===== src/rtl/key_debounce.sv =====
`default_nettype none
// ============================================================================
// key_debounce: two-flop synchroniser, per-key bounce filter, press/release
// pulses and key-code encoder. Optional KEY_REPEAT_EN adds hold auto-repeat.
// Revision: 1.0
// ============================================================================
module key_debounce #(
   parameter int NKEYS            = 5,
   parameter int DEBOUNCE_CYC     = 500000,
   parameter int REPEAT_DELAY_CYC = 25000000,
   parameter int REPEAT_RATE_CYC  = 5000000
) (
   input  logic             clk,
   input  logic             rst_n,
   input  logic [NKEYS-1:0] key_raw_n,
   output logic [NKEYS-1:0] key_db_n,
   output logic [NKEYS-1:0] press_p,
   output logic [NKEYS-1:0] release_p,
   output logic             key_valid,
   output logic [2:0]       key_code
);

   localparam int CW = $clog2(DEBOUNCE_CYC);

   if (NKEYS < 1 || NKEYS > 8) begin : g_bad_nkeys
      $error("key_debounce: NKEYS must be 1..8");
   end
   if (DEBOUNCE_CYC < 2) begin : g_bad_debounce
      $error("key_debounce: DEBOUNCE_CYC must be at least 2");
   end
   if (REPEAT_DELAY_CYC < 1 || REPEAT_RATE_CYC < 1) begin : g_bad_repeat
      $error("key_debounce: repeat intervals must be at least 1");
   end

   logic [NKEYS-1:0] sync1_q, sync2_q;
   logic [NKEYS-1:0] db_q, db_d;
   logic [NKEYS-1:0] press_q, press_d;
   logic [NKEYS-1:0] rel_q, rel_d;
   logic [CW-1:0]    cnt_q [NKEYS];
   logic [CW-1:0]    cnt_d [NKEYS];
   logic             valid_q, valid_d;
   logic [2:0]       code_q, code_d;
   logic [NKEYS-1:0] w_press_edge;

   // Any agreeing sample clears the run, so only an unbroken disagreement flips the level.
   always_comb begin
      db_d = db_q;
      for (int i = 0; i < NKEYS; i++) begin
         cnt_d[i] = '0;
         if (sync2_q[i] != db_q[i]) begin
            if (cnt_q[i] == CW'(DEBOUNCE_CYC - 1)) begin
               db_d[i] = sync2_q[i];
            end else begin
               cnt_d[i] = cnt_q[i] + CW'(1);
            end
         end
      end
   end

   assign w_press_edge = db_q & ~db_d;
   assign rel_d        = ~db_q & db_d;

`ifdef KEY_REPEAT_EN
   localparam int TMAX = (REPEAT_DELAY_CYC > REPEAT_RATE_CYC) ? REPEAT_DELAY_CYC : REPEAT_RATE_CYC;
   localparam int TW   = $clog2(TMAX + 1);

   logic [TW-1:0]    tmr_q [NKEYS];
   logic [TW-1:0]    tmr_d [NKEYS];
   logic [NKEYS-1:0] rep_q, rep_d;

   // rep_q marks that the first delay has expired and the shorter rate now applies.
   always_comb begin
      press_d = w_press_edge;
      rep_d   = rep_q;
      for (int i = 0; i < NKEYS; i++) begin
         tmr_d[i] = tmr_q[i];
         if (db_d[i] || db_q[i]) begin
            tmr_d[i] = '0;
            rep_d[i] = 1'b0;
         end else begin
            tmr_d[i] = tmr_q[i] + TW'(1);
            if ((!rep_q[i] && tmr_d[i] == TW'(REPEAT_DELAY_CYC)) ||
                ( rep_q[i] && tmr_d[i] == TW'(REPEAT_RATE_CYC))) begin
               press_d[i] = 1'b1;
               tmr_d[i]   = '0;
               rep_d[i]   = 1'b1;
            end
         end
      end
   end

   always_ff @(posedge clk or negedge rst_n) begin
      if (!rst_n) begin
         rep_q <= '0;
         for (int i = 0; i < NKEYS; i++) tmr_q[i] <= '0;
      end else begin
         rep_q <= rep_d;
         for (int i = 0; i < NKEYS; i++) tmr_q[i] <= tmr_d[i];
      end
   end
`else
   assign press_d = w_press_edge;
`endif

   always_comb begin
      valid_d = ~&db_q;
      code_d  = 3'd0;
      for (int i = NKEYS - 1; i >= 0; i--) begin
         if (!db_q[i]) code_d = 3'(i);
      end
   end

   always_ff @(posedge clk or negedge rst_n) begin
      if (!rst_n) begin
         sync1_q <= '1;
         sync2_q <= '1;
         db_q    <= '1;
         press_q <= '0;
         rel_q   <= '0;
         valid_q <= 1'b0;
         code_q  <= 3'd0;
         for (int i = 0; i < NKEYS; i++) cnt_q[i] <= '0;
      end else begin
         sync1_q <= key_raw_n;
         sync2_q <= sync1_q;
         db_q    <= db_d;
         press_q <= press_d;
         rel_q   <= rel_d;
         valid_q <= valid_d;
         code_q  <= code_d;
         for (int i = 0; i < NKEYS; i++) cnt_q[i] <= cnt_d[i];
      end
   end

   assign key_db_n  = db_q;
   assign press_p   = press_q;
   assign release_p = rel_q;
   assign key_valid = valid_q;
   assign key_code  = code_q;

endmodule
`default_nettype wire


===== config.mk =====
export PLATFORM = sky130hd
export DESIGN_NAME = key_debounce
export DESIGN_NICKNAME = d
export VERILOG_FILES = /design/src/rtl/key_debounce.sv
export SDC_FILE = /design/constraint.sdc
export NUM_CORES = 1
export LEC_CHECK = 0
export BUFFER_PORTS_ARGS = -buffer_cell sky130_fd_sc_hd__buf_2
export CAP_MARGIN = 20
export CORE_MARGIN = 2
export CORE_UTILIZATION = 61
export DETAILED_ROUTE_END_ITERATION = 16
export MAX_ROUTING_LAYER = met4
export PLACE_DENSITY_LB_ADDON = 0.3
export SLEW_MARGIN = 20
export SYNTH_ARGS = -nofsm -noshare
export SYNTH_HDL_FRONTEND = slang
export SYNTH_SLANG_ARGS = --single-unit

===== constraint.sdc =====
create_clock -name clk -period 2.8 [get_ports clk]
set_input_delay 0.42 -clock clk [delete_from_list [all_inputs] [get_ports clk]]
set_output_delay 0.42 -clock clk [all_outputs]
set_load 0.02 [all_outputs]

Yosys cells after proc, flatten, opt, wreduce, memory -nomap -nowiden

Cells that the tools add are included.

Output and inout port bits: 19
Bits of input ports: 7
Word-level logic and storage cells: 58
Register bits: 124

Equality and inequality tests: 10
Add/sub/neg operators: 5
Multiplexer cells: 25
Reductions and logical operators: 2
Bitwise logic cells: 4

Operator list:

| cell                                           | count |
|---|---|
| 2-to-1 mux 19 bit                              | 10 |
| adder 19 x 1 -> 19 bit (second input constant) | 5 |
| equality test 19 bit (second input constant)   | 5 |
| 2-to-1 mux 3 bit                               | 5 |
| bitwise AND 5 bit                              | 2 |
| 2-to-1 mux 1 bit                               | 10 |
| NOT 5 bit                                      | 2 |
| inequality test 1 bit                          | 5 |
| AND reduction 5 bit                            | 1 |
| logical NOT 1 bit                              | 1 |

Depth between registers and ports, before layout

Depth after elaboration: 5
Mapped depth: 7
Mapped depth without buffers: 5

Worst setup path after synthesis

Ideal clock, no wire load.

Path kind: reg-to-reg
From: register cnt_q[57] in the netlist's numbering
To: register cnt_q[63] in the netlist's numbering
Stages on the path, launching flop included: 8
Path slack: 859 ps
Arrival time: 1,820 ps
Data required time: 2,679 ps
Setup time: 121 ps
Period minus slack after synthesis: 1,941 ps
Cells stage by stage: dfrtp_1 -> ha_1 -> and4_1 -> buf_2 -> nand4_1 -> o31ai_2 -> buf_2 -> nor2_1

RTL lines:

| what               | RTL line | text |
|---|---|---|
| start: declaration | 39       | `logic [CW-1:0] cnt_q [NKEYS];` |

==> impl_results.md <==
* Status: finished, final reports clean
* PD cells at between 600 and 700 nW/um^2
* Number of enable flip-flop cells after synthesis at 0
* Worst IR Drop VDD at around 0.00050 V
* Endpoint required time on the critical path at 3250 ps
* Initial antenna violation count at 0
* Start-to-end type of the worst setup path: flop to flop
* Cts-stage hold buffer count at 6
* Worst slew margin relative to its limit at 0.536
* Max stage delay cell, worst path: or4_1
* Series of cell instances along the critical path: ha_1 -> nand4_1 -> or4_1 -> or3_1 -> a21oi_1
* Most frequent cell after synthesis: dfrtp_1
* Least-Margin Pin Slew at 697 ps
* Die boundary width at ~100 um
* Largest net degree at the start of global routing at 61
* Total grt overflow at 0
* Syn Std Cell Area at 5710 sq um
* CTS H-tree depth at 4
* Vias at 4273
* Worst endpoint data arrival time at 2590 ps
* Router iterations before antenna repair at 5
* Final setup TNS at 0 ps
* FP Rows at 35
* List of most frequent post-synthesis cells: dfrtp_1, nor2_1, xor2_1
* Number of buffers inserted by post-CTS setup repair at 0
* CTS Root Cell: clkbuf_8
* Fillers at 611
* Critical path launch point type: flop
* Remaining antenna violation count at 0
* Max Root-Sink Buffers at 2
* Die height at 101 um
* Via count of the first global-routing pass at ~4200
* Yosys synthesis warning count at 0
* Number of cells upsized or downsized after cts at 0
* Top cell type's share of synthesized area at 0.478
* Nets@finish at 605
* Die area at 10100 sq um
* Top-level port count at 26
* Detail-routed net length per standard cell at 16.3 um
* # Max-Cap Violations at 0
* Number of port buffers at 25
* RSZ-0062 raised after global routing: no
* Maximum fanout encountered on the critical timing path at 5
* Static Leak at about 2.8 nW
* TritonCTS clock tree: yes
* Mean cell area of the mapped netlist at 10.4 sq um
* Worst min path class: flop to flop
* Post-synthesis cell count at approximately 550
* Final wirelength at 11.6 mm
* Final worst path period share at 0.763
* Number of storage elements in the synthesis netlist at approximately 120
* Effective utilization at floorplan at 0.624
* DRC violation count after routing at 0
* Share of layout cells above drive strength 1 at 0.160
* Latest clock arrival within the worst-skew pair at 520 ps
* Setup violation total in the final timing report at 0
* Detailed Route Iter0 Violations at 234
* Top FF cell, synth: dfrtp_1
* Area overhead of the layout relative to synthesis at 17.0%
* Upper clock frequency limit at 468 MHz
* Worst stage delay on the critical path at around 650 ps
* Worst hold slack at 356 ps
* Clock skew after layout at 8.49 ps
* Sequential share of the synthesized area at 0.547
* Net count after synthesis at 559
* Placer congestion estimate at 0.863
* Antenna diode count at 0
* Clock edge transition at the registers on the reported setup and hold paths at ~60 ps
* Final number of max-transition violations at 0
* Crit. End Element: flop
* Post-synth ARST share at 1.00
* Clock buffer count from CTS at 17
* Post-layout min period at 2140 ps
* Clock sink count at 124
* Count of unique library cells instantiated by Yosys at 44
* Post-synthesis cell type with the largest combined area: dfrtp_1
* Number of hold violations in the final report at 0
* Core area at ~9200 sq um
* Global-route wire length before repair at 19.6 mm
* Top cells by area in the synthesized netlist: dfrtp_1, dfstp_2, xor2_1
* Half-perimeter wire length after detailed placement at 7.46 mm
* Global-route usage over all layers at 0.255
* Vias/cell at 5.97
## stage by stage
step           area, sq um  std cells  utilization  setup slack [ps]  total power [mW]
2_1_floorplan         5710        547            -               859              1.92
3_3_place_gp          5990        679        0.655               831              1.99
3_5_place_dp          5990        679        0.655               738              1.99
4_1_cts               6680        716        0.730               691              4.31
5_1_grt               6680        716        0.730               570              4.42
6_report              6680        716        0.730               664              4.29
## power by group
| group | internal (mW) | total [mW] | switching [mW] | leakage [nW] |
|---|---|---|---|---|
| registers | 1.82 | 1.85 | 0.0274 | 1.66 |
| clock network | 1.55 | 2.32 | 0.769 | 0.304 |
| logic | 0.0400 | 0.119 | 0.0790 | 0.804 |
## layout by cell type, fill, tap and decap left out, types with 3 or more instances in the layout
master and instances:
a21oi_1 23, and2_1 3, and3_1 8, and4_1 13, buf_2 24, buf_4 8
bufinv_16 5, clkbuf_16 16, clkinv_2 4, dfrtp_1 109, dfstp_2 15, dlygate4sd3_1 6
ha_1 5, inv_1 7, mux2_2 6, nand2_1 40, nand3_1 27, nand3b_1 3
nand4_1 30, nor2_1 74, nor3_1 13, nor3b_1 12, nor4_1 10, nor4b_1 4
o21ai_0 15, o31ai_1 5, or3_1 13, or3_2 3, or4_1 9, xnor2_1 25
xor2_1 41
## worst max-delay path, delay by kind of cell (launching register included)
family | cells | cell delay [ps]
AOI/OAI and AO/OA | 1 | 140
and+or+nand+nor | 3 | 1240
adders and majority gates | 1 | 260
DFF | 1 | 420
## flip-flops by register name (all words and copies together) (netlist names)
name	count
press_p	5
cnt_q	95
key_valid	1
release_p	5
sync2_q	5
key_db_n	5
key_code	3
sync1_q	5
## cells by family (layout without fill, tap and decap cells)
kind of cell    after synthesis  count (layout)  synth area share
fa+ha+maj                     5               5            0.0110
simple gates                274             274             0.260
buf+inv                      19              77            0.0138
xor+xnor                     66              66             0.101
compound gates               52              52            0.0535
mux                           7               7            0.0136
flops                       124             124             0.547
## path summary, 6_finish.rpt
path / end / slack (ps) / depth (start not counted) / start
min in group asynchronous: release_p[2] / 430 / 2 / rst_n
max in group asynchronous: key_db_n[4] / 1600 / 3 / rst_n
hold / removal: sync2_q[3] / 360 / 0 / sync1_q[3]
setup / recovery: cnt_q[37] / 660 / 5 / cnt_q[19]
setup reg to reg: cnt_q[37] / 660 / 5 / cnt_q[19]
hold reg to reg: sync2_q[3] / 360 / 0 / sync1_q[3]
## metal layers
metal	part of all wire	track usage	vias to the layer above
met3	0.042	0.0707	21
met4	0.013	0.0938	0
met2	0.49	0.408	99
met5	0	-	-
li1	-	-	2047
met1	0.45	0.313	2106
## cell type report
cell class	instances	area, sq um	area share
inverter	7	26.3	0.00393
sequential	124	3120	0.467
clock inverter	12	194	0.0290
tap	111	139	0.0208
timing repair buffer	39	260	0.0390
multi-input combinational	404	2510	0.375
clock buffer	19	432	0.0646
No activity file was read; power rests on OpenSTA's default activity.
